==> src/rtl/accel_ctrl_pkg.sv <==
`default_nettype none
// ============================================================================
// accel_ctrl_pkg : shared state encoding and width helper for accel_stream_ctrl
// Revision: 1.0
// ============================================================================
package accel_ctrl_pkg;

  localparam int STATE_W = 2;

  typedef enum logic [STATE_W-1:0] {
    IDLE   = 2'd0,
    RUN    = 2'd1,
    DRAIN  = 2'd2,
    FINISH = 2'd3
  } state_t;

  function automatic int clog2(input int value);
    int r;
    r = 0;
    for (int v = value - 1; v > 0; v = v >> 1) begin
      r = r + 1;
    end
    return r;
  endfunction

endpackage
`default_nettype wire

==> src/rtl/accel_credit_counter.sv <==
`default_nettype none
// ============================================================================
// accel_credit_counter : in-flight result counter, underflow flag and the
//                        outBuf credit check that gates the input pop.
// Revision: 1.0
// ============================================================================
module accel_credit_counter
  import accel_ctrl_pkg::*;
#(
  parameter int BUFFER_ADDR_WIDTH = 5,
  parameter int PIPE_LATENCY      = 3,
  parameter int IF_WIDTH          = clog2((2**BUFFER_ADDR_WIDTH) + PIPE_LATENCY + 2)
) (
  input  logic                         clk,
  input  logic                         rst,
  input  logic                         pop,
  input  logic                         out_valid,
  input  logic                         clear_err,
  input  logic [BUFFER_ADDR_WIDTH:0]   outbuf_count,
  output logic [IF_WIDTH-1:0]          in_flight,
  output logic                         err_underflow,
  output logic                         credit_ok
);

  localparam int DEPTH = 2**BUFFER_ADDR_WIDTH;
  // Compare width is wide enough that count + in_flight + 1 can never wrap.
  localparam int CMP_W = (IF_WIDTH + 1 > BUFFER_ADDR_WIDTH + 2) ? IF_WIDTH + 1
                                                                : BUFFER_ADDR_WIDTH + 2;

  logic [CMP_W-1:0] credit_sum;
  logic             underflow;

  assign underflow  = out_valid && (in_flight == '0);
  assign credit_sum = CMP_W'(outbuf_count) + CMP_W'(in_flight) + CMP_W'(1);
  assign credit_ok  = (credit_sum <= CMP_W'(DEPTH));

  always_ff @(posedge clk or posedge rst) begin
    if (rst) begin
      in_flight     <= '0;
      err_underflow <= 1'b0;
    end else begin
      // A result with nothing outstanding is discarded rather than wrapping.
      if (underflow) begin
        in_flight <= in_flight + IF_WIDTH'(pop);
      end else if (pop && !out_valid) begin
        in_flight <= in_flight + IF_WIDTH'(1);
      end else if (!pop && out_valid) begin
        in_flight <= in_flight - IF_WIDTH'(1);
      end

      if (underflow) begin
        err_underflow <= 1'b1;
      end else if (clear_err) begin
        err_underflow <= 1'b0;
      end
    end
  end

endmodule
`default_nettype wire

==> src/rtl/accel_stream_ctrl.sv <==
`default_nettype none
// ============================================================================
// accel_stream_ctrl : job sequencer for inBuf -> multiplier -> outBuf with
//                     credit-gated input pops and completion signalling.
// Revision: 1.0
// ============================================================================
module accel_stream_ctrl
  import accel_ctrl_pkg::*;
#(
  parameter int DATA_WIDTH        = 64,
  parameter int BUFFER_ADDR_WIDTH = 5,
  parameter int PIPE_LATENCY      = 3,
  parameter int COUNT_WIDTH       = 16
) (
  input  logic                         ACLK,
  input  logic                         RESET,
  input  logic                         start,
  input  logic [COUNT_WIDTH-1:0]       num_words,
  output logic                         busy,
  output logic                         done,
  output logic                         err_underflow,
  input  logic                         inBuf_empty,
  output logic                         inBuf_pop,
  input  logic [BUFFER_ADDR_WIDTH:0]   outBuf_count,
  input  logic                         outBuf_full,
  output logic                         dp_enable,
  input  logic                         dp_out_valid,
  output logic [COUNT_WIDTH-1:0]       words_left
);

  localparam int DEPTH    = 2**BUFFER_ADDR_WIDTH;
  localparam int IF_WIDTH = clog2(DEPTH + PIPE_LATENCY + 2);

  // Data never passes through this block; the width only documents the datapath.
  generate
    if (DATA_WIDTH < 1) begin : g_bad_data_width
    end
  endgenerate

  state_t                state;
  state_t                state_next;
  logic                  load_job;
  logic                  clear_err;
  logic                  credit_ok;
  logic [IF_WIDTH-1:0]   in_flight;

  accel_credit_counter #(
    .BUFFER_ADDR_WIDTH (BUFFER_ADDR_WIDTH),
    .PIPE_LATENCY      (PIPE_LATENCY),
    .IF_WIDTH          (IF_WIDTH)
  ) u_credit (
    .clk           (ACLK),
    .rst           (RESET),
    .pop           (inBuf_pop),
    .out_valid     (dp_out_valid),
    .clear_err     (clear_err),
    .outbuf_count  (outBuf_count),
    .in_flight     (in_flight),
    .err_underflow (err_underflow),
    .credit_ok     (credit_ok)
  );

  always_comb begin
    state_next = state;
    inBuf_pop  = 1'b0;
    busy       = 1'b0;
    done       = 1'b0;
    load_job   = 1'b0;
    clear_err  = 1'b0;
    case (state)
      IDLE: begin
        if (start) begin
          load_job   = 1'b1;
          clear_err  = 1'b1;
          state_next = (num_words == '0) ? FINISH : RUN;
        end
      end
      RUN: begin
        busy      = 1'b1;
        inBuf_pop = !inBuf_empty && (words_left != '0) && !outBuf_full && credit_ok;
        if (words_left == '0) begin
          state_next = DRAIN;
        end
      end
      DRAIN: begin
        busy = 1'b1;
        // dp_enable still high means one more result has yet to be counted.
        if ((in_flight == '0) && !dp_enable) begin
          state_next = FINISH;
        end
      end
      FINISH: begin
        done       = 1'b1;
        state_next = IDLE;
      end
      default: state_next = IDLE;
    endcase
  end

  always_ff @(posedge ACLK or posedge RESET) begin
    if (RESET) begin
      state      <= IDLE;
      dp_enable  <= 1'b0;
      words_left <= '0;
    end else begin
      state     <= state_next;
      dp_enable <= inBuf_pop;
      if (load_job) begin
        words_left <= num_words;
      end else if (inBuf_pop) begin
        words_left <= words_left - COUNT_WIDTH'(1);
      end
    end
  end

endmodule
`default_nettype wire

==> config.mk <==
export PLATFORM = sky130hd
export DESIGN_NAME = accel_stream_ctrl
export DESIGN_NICKNAME = d
export VERILOG_FILES = /design/src/rtl/accel_ctrl_pkg.sv /design/src/rtl/accel_credit_counter.sv /design/src/rtl/accel_stream_ctrl.sv
export SDC_FILE = /design/constraint.sdc
export NUM_CORES = 1
export LEC_CHECK = 0
export BUFFER_PORTS_ARGS = -buffer_cell sky130_fd_sc_hd__buf_2
export CAP_MARGIN = 20
export CORE_ASPECT_RATIO = 1.25
export CORE_MARGIN = 5
export CORE_UTILIZATION = 55
export DETAILED_ROUTE_END_ITERATION = 10
export GPL_TIMING_DRIVEN = 0
export HOLD_SLACK_MARGIN = 0.05
export PLACE_DENSITY = 0.82
export SLEW_MARGIN = 20
export SYNTH_ARGS = -nofsm -noshare
export SYNTH_HDL_FRONTEND = slang
export SYNTH_HIERARCHICAL = 1
export SYNTH_SLANG_ARGS = --single-unit
==> constraint.sdc <==
create_clock -name ACLK -period 11.6 [get_ports ACLK]
set_input_delay 1.16 -clock ACLK [delete_from_list [all_inputs] [get_ports ACLK]]
set_output_delay 1.16 -clock ACLK [all_outputs]
set_load 0.02 [all_outputs]
==> results of run 1 <==
## placed cells by master, fill, tap and decap left out, types with 3 or more instances in the layout
cell and n:
clkbuf_8 3, nand2b_1 6, dfrtp_1 26, nor4_1 3, ha_1 17, nand3_1 5
o41ai_1 4, nor2_1 21, o31ai_1 7, a31oi_1 14, inv_1 19, or3_1 10
nand2_1 11, a21oi_1 5, clkbuf_1 4, nor3_1 3, buf_2 51, or4_1 16
o21ai_0 11
## layer usage
metal  global-route usage (%)  wire, um  share of wire [%]
met1                    22.51      1953                 39
met2                    39.34      2701                 54
met3                    2.457       238                4.8
met4                    7.739       112                2.2
met5                        0         0                  0
## cell families (layout without fill, tap and decap cells)
| group | after synthesis | count (layout) | synth area share, % |
|---|---|---|---|
| simple gates | 93 | 93 | 28.82 |
| compound gates | 50 | 50 | 16.33 |
| buf+inv | 28 | 80 | 6.149 |
| flops | 26 | 26 | 32.30 |
| fa+ha+maj | 18 | 18 | 11.55 |
| mux | 5 | 5 | 3.106 |
| xor+xnor | 4 | 4 | 1.739 |
## tightest hold or removal path, stage by stage (launching register included)
cell     delay [ns]
dfrtp_1        0.40
inv_1          0.06
o21ai_0        0.06
## through the flow
stage / utilization [%] / power (W) / hold slack (ns) / worst slack, ns / instance area, um2
after detailed placement: 65.56 / 0.0005305 / 0.5395 / 6.050 / 2303
after global placement: 65.56 / 0.0005155 / 0.5214 / 6.141 / 2303
after floorplan: - / 0.0004278 / 0.5119 / 6.522 / 2014
after global routing: 67.59 / 0.0006555 / 0.5829 / 6.048 / 2375
final: 67.59 / 0.0006023 / 0.5560 / 6.385 / 2375
after CTS: 67.59 / 0.0006069 / 0.5556 / 6.344 / 2375
## cells in the mapped netlist (2+ instances only)
cell type / n / area [um2]
or3_1: 10 / 62.56
a31oi_1: 14 / 87.58
o41ai_1: 4 / 35.03
xnor2_1: 2 / 17.52
nand2b_1: 6 / 37.54
xor2_1: 2 / 17.52
clkbuf_1: 4 / 15.01
nand4bb_1: 2 / 22.52
o31ai_1: 7 / 52.55
or4_1: 16 / 120.1
a21o_1: 2 / 15.01
nor4_1: 3 / 18.77
buf_2: 3 / 15.01
buf_6: 2 / 22.52
inv_1: 19 / 71.32
dfrtp_1: 26 / 650.6
ha_1: 17 / 212.7
o21ai_0: 11 / 55.05
o211ai_1: 2 / 15.01
or4b_1: 2 / 20.02
nand3_1: 5 / 25.02
mux2_4: 2 / 30.03
nand2_1: 11 / 41.29
nor2_1: 21 / 78.83
mux2_2: 2 / 22.52
nor3_1: 3 / 15.01
a21oi_1: 5 / 25.02
## registers in the layout (all words and copies together) (netlist names)
name                    count
dp_enable                   1
u_credit/err_underflow      1
words_left                 16
u_credit/in_flight          6
state                       2
## power by group
part,internal (W),leakage (nW),switching [W]
Combinational,0.000144,0.729,0.000188
Clock,0.0000462,0.0357,0.0000301
Sequential,0.000135,0.303,0.0000592
Total,0.000325,1.07,0.000277
## area by class of cell
| cell class | instances | area [um2] | share of cell area [%] |
|---|---|---|---|
| clock inverter | 1 | 30.03 | 1.264 |
| inverter | 19 | 71.32 | 3.003 |
| tap | 39 | 48.80 | 2.055 |
| multi-input combinational | 170 | 1240 | 52.21 |
| clock buffer | 3 | 41.29 | 1.739 |
| sequential | 26 | 650.6 | 27.40 |
| buffer | 9 | 52.55 | 2.213 |
| timing repair buffer | 48 | 240.2 | 10.12 |
## final timing paths
kind / from / to / slack, ns
max: outBuf_count[2] / u_credit/in_flight[5] / 6.38
min: u_credit/err_underflow / u_credit/err_underflow / 0.56
max reg2reg: u_credit/in_flight[2] / u_credit/in_flight[5] / 6.88
min reg2reg: u_credit/err_underflow / u_credit/err_underflow / 0.56
max in group asynchronous: RESET / words_left[11] / 10.08
min in group asynchronous: RESET / u_credit/in_flight[5] / 0.82
==> metrics, run 1 <==
fraction of layout cells with a size suffix above 1 25.00%; Vias 1931; Final Non-Filler Cells 315; worst path bufs/invs 3; Final nets 323; Stages on worst setup path 17; maxcap violations 0; largest net degree at the start of global routing 20; crit-path cells buf_2 -> ha_1 -> a21oi_1 -> nand3_1 -> or3_1 -> a221oi_1 -> nand4bb_1 -> clkbuf_1 -> nor2_1 -> nand2b_1 -> nand2_1 -> inv_1 -> ha_1 -> nand3_1 -> o2111ai_1 -> mux2_2 -> a221o_1; Worst EP required 11.77 ns; H-tree depth 1; # IOs 49; hold buffers post-CTS 0; CP Capture Type register; setup tns final 0 ns; Std-Cell Rows 24; cell area after synthesis 0.002014 mm2; vias in the first global route 1952; count of cell types in the netlist 48; Hold Path Stages 2; R2R cell count 16; Clock Latency Late Sink 0.28 ns; diode count 0; yosys warns 6; Worst Hold Class reg2reg; # fillers 298; critical path peak fanout 10; mean post-synth cell area 8.993 um2; DRT Pass-1 Iters 4; initial antenna violation count 0; first-pass GRT wire length 8342 um; Routed WL 5005 um; grt ovf 0; top_reg_cell synth dfrtp_1; DRC 0; dpl hpwl 4092 um; Post-Synthesis Cells 224; delay-heaviest family, CP simple AND/OR/NAND/NOR gates; area of the die 0.004981 mm2; Worst slew margin 48.12%; max-slew violation count 0; Final ANT Viol Nets 0; Final setup viols 0; Slew @ Worst Pin 0.7773 ns; Hold Vio Cnt, Final 0; core area 0.003513 mm2; status completed; Max Fclk 0.1917 GHz; CTS tree done; fraction of registers with async set/reset 100.0%; syn_nets 270; Worst path max stage delay 0.41 ns; vias per std cell 6.130; Seq/Total Area, Yosys 32.30%; Routed WL per cell 15.89 um; Tmin final 5.215 ns; register bit total from synthesis 26; Port-buffer cells 48; Starting Density 57.34%; setup repair after global routing missed its margin no; final period utilization 44.96%; CTS Sinks 26; WP data arrival 5.39 ns; clock skew 0.01563 ns; CTS root buf clkbuf_8; Post-CTS Setup Bufs 0; area grow syn2layout 17.89%; CTS buffer count 3; VDD IR max 0.1821 mV; cell area power density 253.6 mW/mm2; number of synthesized flops with an enable pin 0; CP max-delay cell nor2_1; CTS max path bufs 2; Leak 1.067 nW; Worst-path clk slew 0.10 ns; Final Wtd Congestion 0.8303; Die Ht 77.67 um; WS Path Type in2reg; Cell Count Post-Placement 311; GRT Resource Usage Total 20.56%; Setup crit start kind input pin; cts repair resizes 0; Die W 64.13 um; Iter 0 DRT Violations 127
Power figures use the tool's default switching activity.
==> run 2: changes to the inputs <==
Settings changed: CORE_UTILIZATION 55 to 54, PLACE_DENSITY 0.82 to 0.81.
Clock period 11.6 ns to 5.1 ns, I/O delays scaled along.
==> run 2 against run 1 <==
- utilization decreased by 0.50 points
- via count is 0.47% lower
- non-clock buffer count unchanged
- routed wire length is 3.3% higher
- cell area is 0.11% higher
- clock skew is 0.011 ns lower
- count of clock-buffer cells in the layout stayed put
- first-iteration DRC count grew 4.7%
- highest routed layer unchanged
- flip-flop and latch count did not move
- sequential share of layout area is essentially flat
- critical path depth decreased by 1
- sequential power rose by 130%
==> metrics, run 2 (synthesis gave the netlist of run 1 again) <==
Worst path max stage delay 0.44 ns (+0.03 ns); net load switching power 0.0006367 W (+130%); maxcap violations 0 (unchanged); Multi-input gate area 0.001242 mm2 (+0.20%); Die Ht 78.29 um (+0.80%); GRT Resource Usage Total 20.84% (+0.28 points); vias per std cell 6.102 (-0.47%); Worst slew margin 48.61% (+0.49 points); CTS max path bufs 2 (unchanged); Die W 64.63 um (+0.78%); Tmin final 4.663 ns; Std-Cell Rows 24 (unchanged); VDD IR max 0.3326 mV (+83%); fraction of layout cells with a size suffix above 1 25.36% (+0.36 points); Slew @ Worst Pin 0.7700 ns (-0.007388 ns); PnR Total Power 0.001379 W (+130%); register area 650.6 um2 (unchanged); area grow syn2layout 18.01%; largest net degree at the start of global routing 20 (unchanged); commonest non-fill, non-tap cell in the layout buf_2; clock skew 0.004488 ns (-0.01114 ns); crit-path cells ha_1 -> a21oi_1 -> nand3_1 -> or3_1 -> a221oi_1 -> nand4bb_1 -> clkbuf_1 -> nor2_2 -> nand2b_1 -> nand2_1 -> inv_1 -> ha_1 -> nand3_1 -> o2111ai_1 -> mux2_2 -> a221o_1; Routed WL 5170 um (+3.3%); CTS buffer count 3 (unchanged); Vias 1922 (-0.47%); Iter 0 DRT Violations 133 (+4.7%); commonest non-fill, non-tap cells in the layout 51 x buf_2, 26 x dfrtp_1, 20 x nor2_1; Final nets 323 (unchanged); core area 0.003543 mm2 (+0.85%); # fillers 297 (-0.34%); max reg flops 16 (unchanged); cell area power density 580.0 mW/mm2 (+130%); DRC 0 (unchanged); status completed; Comb pwr share 55.2% (about the same); WP data arrival 4.83 ns (-0.56 ns); Worst R2R Setup Slack 0.44 ns (-6.44 ns); first-pass GRT wire length 8480 um (+1.7%); dpl hpwl 4079 um (-0.33%); final period utilization 91.44%; WS Path Type reg2reg; H-tree depth 1 (unchanged); Pint 0.0007421 W (+130%); critical path peak fanout 10 (unchanged); Final Non-Filler Cells 315 (unchanged); diode count 0 (unchanged); setup tns final 0 ns (unchanged); CP max-delay cell dfrtp_1; CTS tree done; setup repair after global routing missed its margin no; # IOs 49 (unchanged); Cell Count Post-Placement 311 (unchanged); Clock Latency Late Sink 0.28 ns (about the same); Final ANT Viol Nets 0 (unchanged); grt ovf 0 (unchanged); Regs by FF count words_left (16), u_credit/in_flight (6), state (2); area of the die 0.005060 mm2 (+1.6%); Starting Density 56.85% (-0.49 points); Max Fclk 0.2144 GHz; vias in the first global route 1884 (-3.5%); Worst Hold Class in2async; initial antenna violation count 0 (unchanged); Final Wtd Congestion 0.8788 (+5.8%); DRT Pass-1 Iters 4 (unchanged); Top reg by flops words_left; clock share of power 12.7% (about the same); Routed WL per cell 16.41 um (+3.3%); Setup crit start kind register; worst hold slack 0.1696 ns (-0.3863 ns); CTS Sinks 26 (unchanged); Switching Share 46.18% (+0.18 points); Hold Vio Cnt, Final 0 (unchanged); Leak 1.067 nW (about the same); CTS root buf clkbuf_8; CP Capture Type register; Worst-path clk slew 0.10 ns (about the same); Port-buffer cells 48 (unchanged); sequential power share 32.1% (about the same); Final setup viols 0 (unchanged); Worst EP required 5.27 ns (-6.50 ns); max-slew violation count 0 (unchanged)
==> run 2: cell counts in the layout (fill, tap and decap cells not counted) <==
No cell type changed its count.
==> run 2: area by class of cell <==
class	count	area share, %
clock buffer	3	1.737
tap	39	2.053
buffer	9	2.211
clock inverter	1	1.263
timing repair buffer	48	10.11
multi-input combinational	170	52.26
inverter	19	3.000
sequential	26	27.37
==> run 2: final timing paths <==
path / endpoint / depth (start not counted) / startpoint
worst max-delay path: u_credit/in_flight[5] / 16 / u_credit/in_flight[2]
worst min-delay path: u_credit/in_flight[5] / 2 / RESET
worst max register to register: u_credit/in_flight[5] / 16 / u_credit/in_flight[2]
worst min register to register: u_credit/err_underflow / 2 / u_credit/err_underflow
max in group asynchronous: words_left[14] / 2 / RESET
min in group ACLK: words_left[6] / 3 / num_words[6]
==> run 2: per-layer routing <==
metal | global-route usage [%] | vias to the layer above | routed length, um
met5 | 0 | - | 0
met4 | 8.034 | 0 | 138
met3 | 2.857 | 13 | 237
met2 | 38.53 | 50 | 2694
met1 | 23.99 | 909 | 2099
li1 | - | 950 | -
==> run 2: per-stage QoR <==
step / instance area, um2 / worst slack, ns / utilization (%)
after global routing: 2377 / 0.06053 / 67.09
final: 2377 / 0.4367 / 67.09
after floorplan: 2014 / 0.6721 / -
after global placement: 2303 / 0.3076 / 65.01
after detailed placement: 2303 / 0.1859 / 65.01
after CTS: 2375 / 0.3016 / 67.02
==> run 2: what timing repair did <==
item                       4_1_cts  5_1_grt
resized for setup                0        1
setup endpoints to repair        0        1
hold buffers                     0        0
setup buffers                    0        0
==> run 2: power by group through the flow <==
stage / registers [W] / logic, W / clock network [W]
6_report: 0.000443 / 0.000761 / 0.000175
5_1_grt: 0.000464 / 0.000854 / 0.000185
4_1_cts: 0.000441 / 0.000764 / 0.000176
3_5_place_dp: 0.000445 / 0.000759 / 0
3_3_place_gp: 0.000441 / 0.000731 / 0
2_1_floorplan: 0.000489 / 0.000484 / 0
==> run 2: critical path: cells and delay by family (launching register included) <==
family,cells,cell delay [ns]
AO/OA/AOI/OAI,4,1.14
adder cells (fa/ha/maj),2,0.73
flip-flops,1,0.44
multiplexers,1,0.38
buffers and inverters,2,0.38
AND/OR/NAND/NOR,7,1.48
==> run 3: changes to the inputs <==
Clock period 5.1 ns to 4.6 ns, I/O delays scaled along.
==> run 3 against run 2 <==
- cell area rose by 1.4%
- power grew 13%
- sequential share of layout area shrank 0.37 points
- count of clock-buffer cells in the layout unchanged
- clock skew decreased by 0.0017 ns
- global-route usage stayed put
- register-to-register slack got worse by 0.20 ns
- critical path depth is the same
- fmax grew 7.0%
- sequential power up 11%
- non-clock buffer count grew 1
- worst setup slack lost 0.20 ns
- largest cell class unchanged
- largest power group unchanged
==> metrics, run 3 (synthesis gave the netlist of run 1 again) <==
status completed; H-tree depth 1 (unchanged); fraction of layout cells with a size suffix above 1 27.08% (+1.7 points); Worst EP required 4.77 ns (-0.50 ns); Worst R2R Setup Slack 0.24 ns (-0.20 ns); cell area power density 645.6 mW/mm2 (+11%); Vias 1946 (+1.2%); Std-Cell Rows 24 (unchanged); max-slew violation count 0 (unchanged); largest net degree at the start of global routing 20 (unchanged); Clock Latency Late Sink 0.28 ns (about the same); PnR Total Power 0.001556 W (+13%); first-pass GRT wire length 8480 um (unchanged); Worst Hold Class in2async; CTS root buf clkbuf_8; Worst-path clk slew 0.10 ns (about the same); CTS Sinks 26 (unchanged); commonest non-fill, non-tap cells in the layout 51 x buf_2, 26 x dfrtp_1, 20 x nor2_1; post-layout util 68.01% (+0.92 points); dpl hpwl 4079 um (unchanged); max reg flops 16 (unchanged); Regs by FF count words_left (16), u_credit/in_flight (6), state (2); Finished Cell Area 0.002410 mm2 (+1.4%); Reg-to-Reg Start u_credit/in_flight[4]; Final setup viols 0 (unchanged); DRT Pass-1 Iters 4 (unchanged); Worst slew margin 48.66% (+0.050 points); critical path startpoint u_credit/in_flight[4]; grt ovf 0 (unchanged); Final ANT Viol Nets 0 (unchanged); clock skew 0.002832 ns (-0.001657 ns); CP Capture Type register; CTS buffer count 3 (unchanged); initial antenna violation count 0 (unchanged); final period utilization 94.79% (+3.3 points); Routed WL 5238 um (+1.3%); vias per std cell 6.158 (+0.93%); Hold Vio Cnt, Final 0 (unchanged); WP data arrival 4.53 ns (-0.30 ns); WS Path Type reg2reg; Starting Density 56.85% (unchanged); Slew @ Worst Pin 0.7692 ns (-0.0007520 ns); Iter 0 DRT Violations 123 (-7.5%); Max Fclk 0.2294 GHz (+7.0%); # IOs 49 (unchanged); CTS tree done; Final Non-Filler Cells 316 (+0.32%); Top reg by flops words_left; setup repair after global routing missed its margin no; critical path peak fanout 10 (unchanged); Die W 64.63 um (unchanged); Routed WL per cell 16.58 um (+0.99%); Setup crit start kind register; hold buffers post-CTS 0 (unchanged); Worst Setup EP u_credit/in_flight[5]; area grow syn2layout 19.63%; Die Ht 78.29 um (unchanged); Final nets 324 (+0.31%); Leak 1.077 nW (+0.97%); Cell Count Post-Placement 311 (unchanged); commonest non-fill, non-tap cell in the layout buf_2; Tmin final 4.360 ns (-0.3031 ns); Port-buffer cells 48 (unchanged); # fillers 290 (-2.4%); core area 0.003543 mm2 (unchanged); VDD IR max 0.3809 mV (+15%); R2R cell count 16 (unchanged); vias in the first global route 1884 (unchanged); GRT Resource Usage Total 20.84% (unchanged); reg2reg end u_credit/in_flight[5]; maxcap violations 0 (unchanged); Final Wtd Congestion 0.8788 (unchanged); CTS max path bufs 2 (unchanged); diode count 0 (unchanged); placed cell areas 0.002303 mm2 (unchanged); area of the die 0.005060 mm2 (unchanged); DRC 0 (unchanged)
## run 3: worst min path at each step
stage	slack, ns	startpoint	depth (start not counted)	endpoint
5_1_grt	0.13	RESET	2	u_credit/in_flight[5]
2_1_floorplan	0.26	RESET	1	u_credit/err_underflow
3_5_place_dp	0.43	RESET	2	u_credit/err_underflow
6_report	0.12	RESET	2	u_credit/in_flight[5]
3_3_place_gp	0.42	RESET	2	u_credit/err_underflow
4_1_cts	0.13	RESET	2	u_credit/in_flight[5]
## run 3: layout make-up
type | instances | area, um2 | area share (%)
buffer | 9 | 56.30 | 2.336
tap | 39 | 48.80 | 2.025
sequential | 26 | 650.6 | 27.00
multi-input combinational | 170 | 1264 | 52.44
clock inverter | 1 | 30.03 | 1.246
inverter | 19 | 71.32 | 2.960
clock buffer | 3 | 41.29 | 1.713
timing repair buffer | 49 | 247.7 | 10.28
## run 3: per-stage QoR
step                      hold WS [ns]  TNS (ns)  setup slack, ns
after floorplan                 0.2634         0           0.2221
after global placement          0.4172   -0.1424          -0.1424
after detailed placement        0.4335   -0.2641          -0.2641
after CTS                       0.1301         0          0.03620
after global routing            0.1308         0          0.03895
final                           0.1169         0           0.2398
## run 3: critical path, cell delays in order, from the launching register on
cell and delay [ns]:
dfrtp_1 0.46, ha_1 0.34, nor3_1 0.22, nand3_1 0.14, or3_1 0.38, a221oi_2 0.27, nand4bb_1 0.26, buf_4 0.26
nor2_4 0.20, nand2b_1 0.12, nand2_1 0.12, inv_1 0.11, ha_1 0.36, nand3_1 0.10, o2111ai_2 0.25, mux2_2 0.37
a221o_1 0.29
## run 3: layer usage
layer	GRT usage [%]	share of wire, %
met5	0	0
met2	38.43	51
met1	24.08	40
met3	2.857	6.1
met4	8.034	2.8
## run 3: what timing repair did
action | in CTS | in global routing
buffers inserted | 0 | 1
resized for setup | 2 | 8
endpoints found under the setup margin | 1 | 1
pin swaps | 0 | 1
hold endpoints to repair | 0 | 0
## run 3: report_power, final
group / internal, W / switching (W) / leakage (nW) / total (W)
combinational: 0.000377 / 0.000490 / 0.738 / 0.000867
sequential: 0.000340 / 0.000153 / 0.303 / 0.000493
clock: 0.000117 / 0.0000794 / 0.0357 / 0.000196
total: 0.000834 / 0.000722 / 1.08 / 0.00156
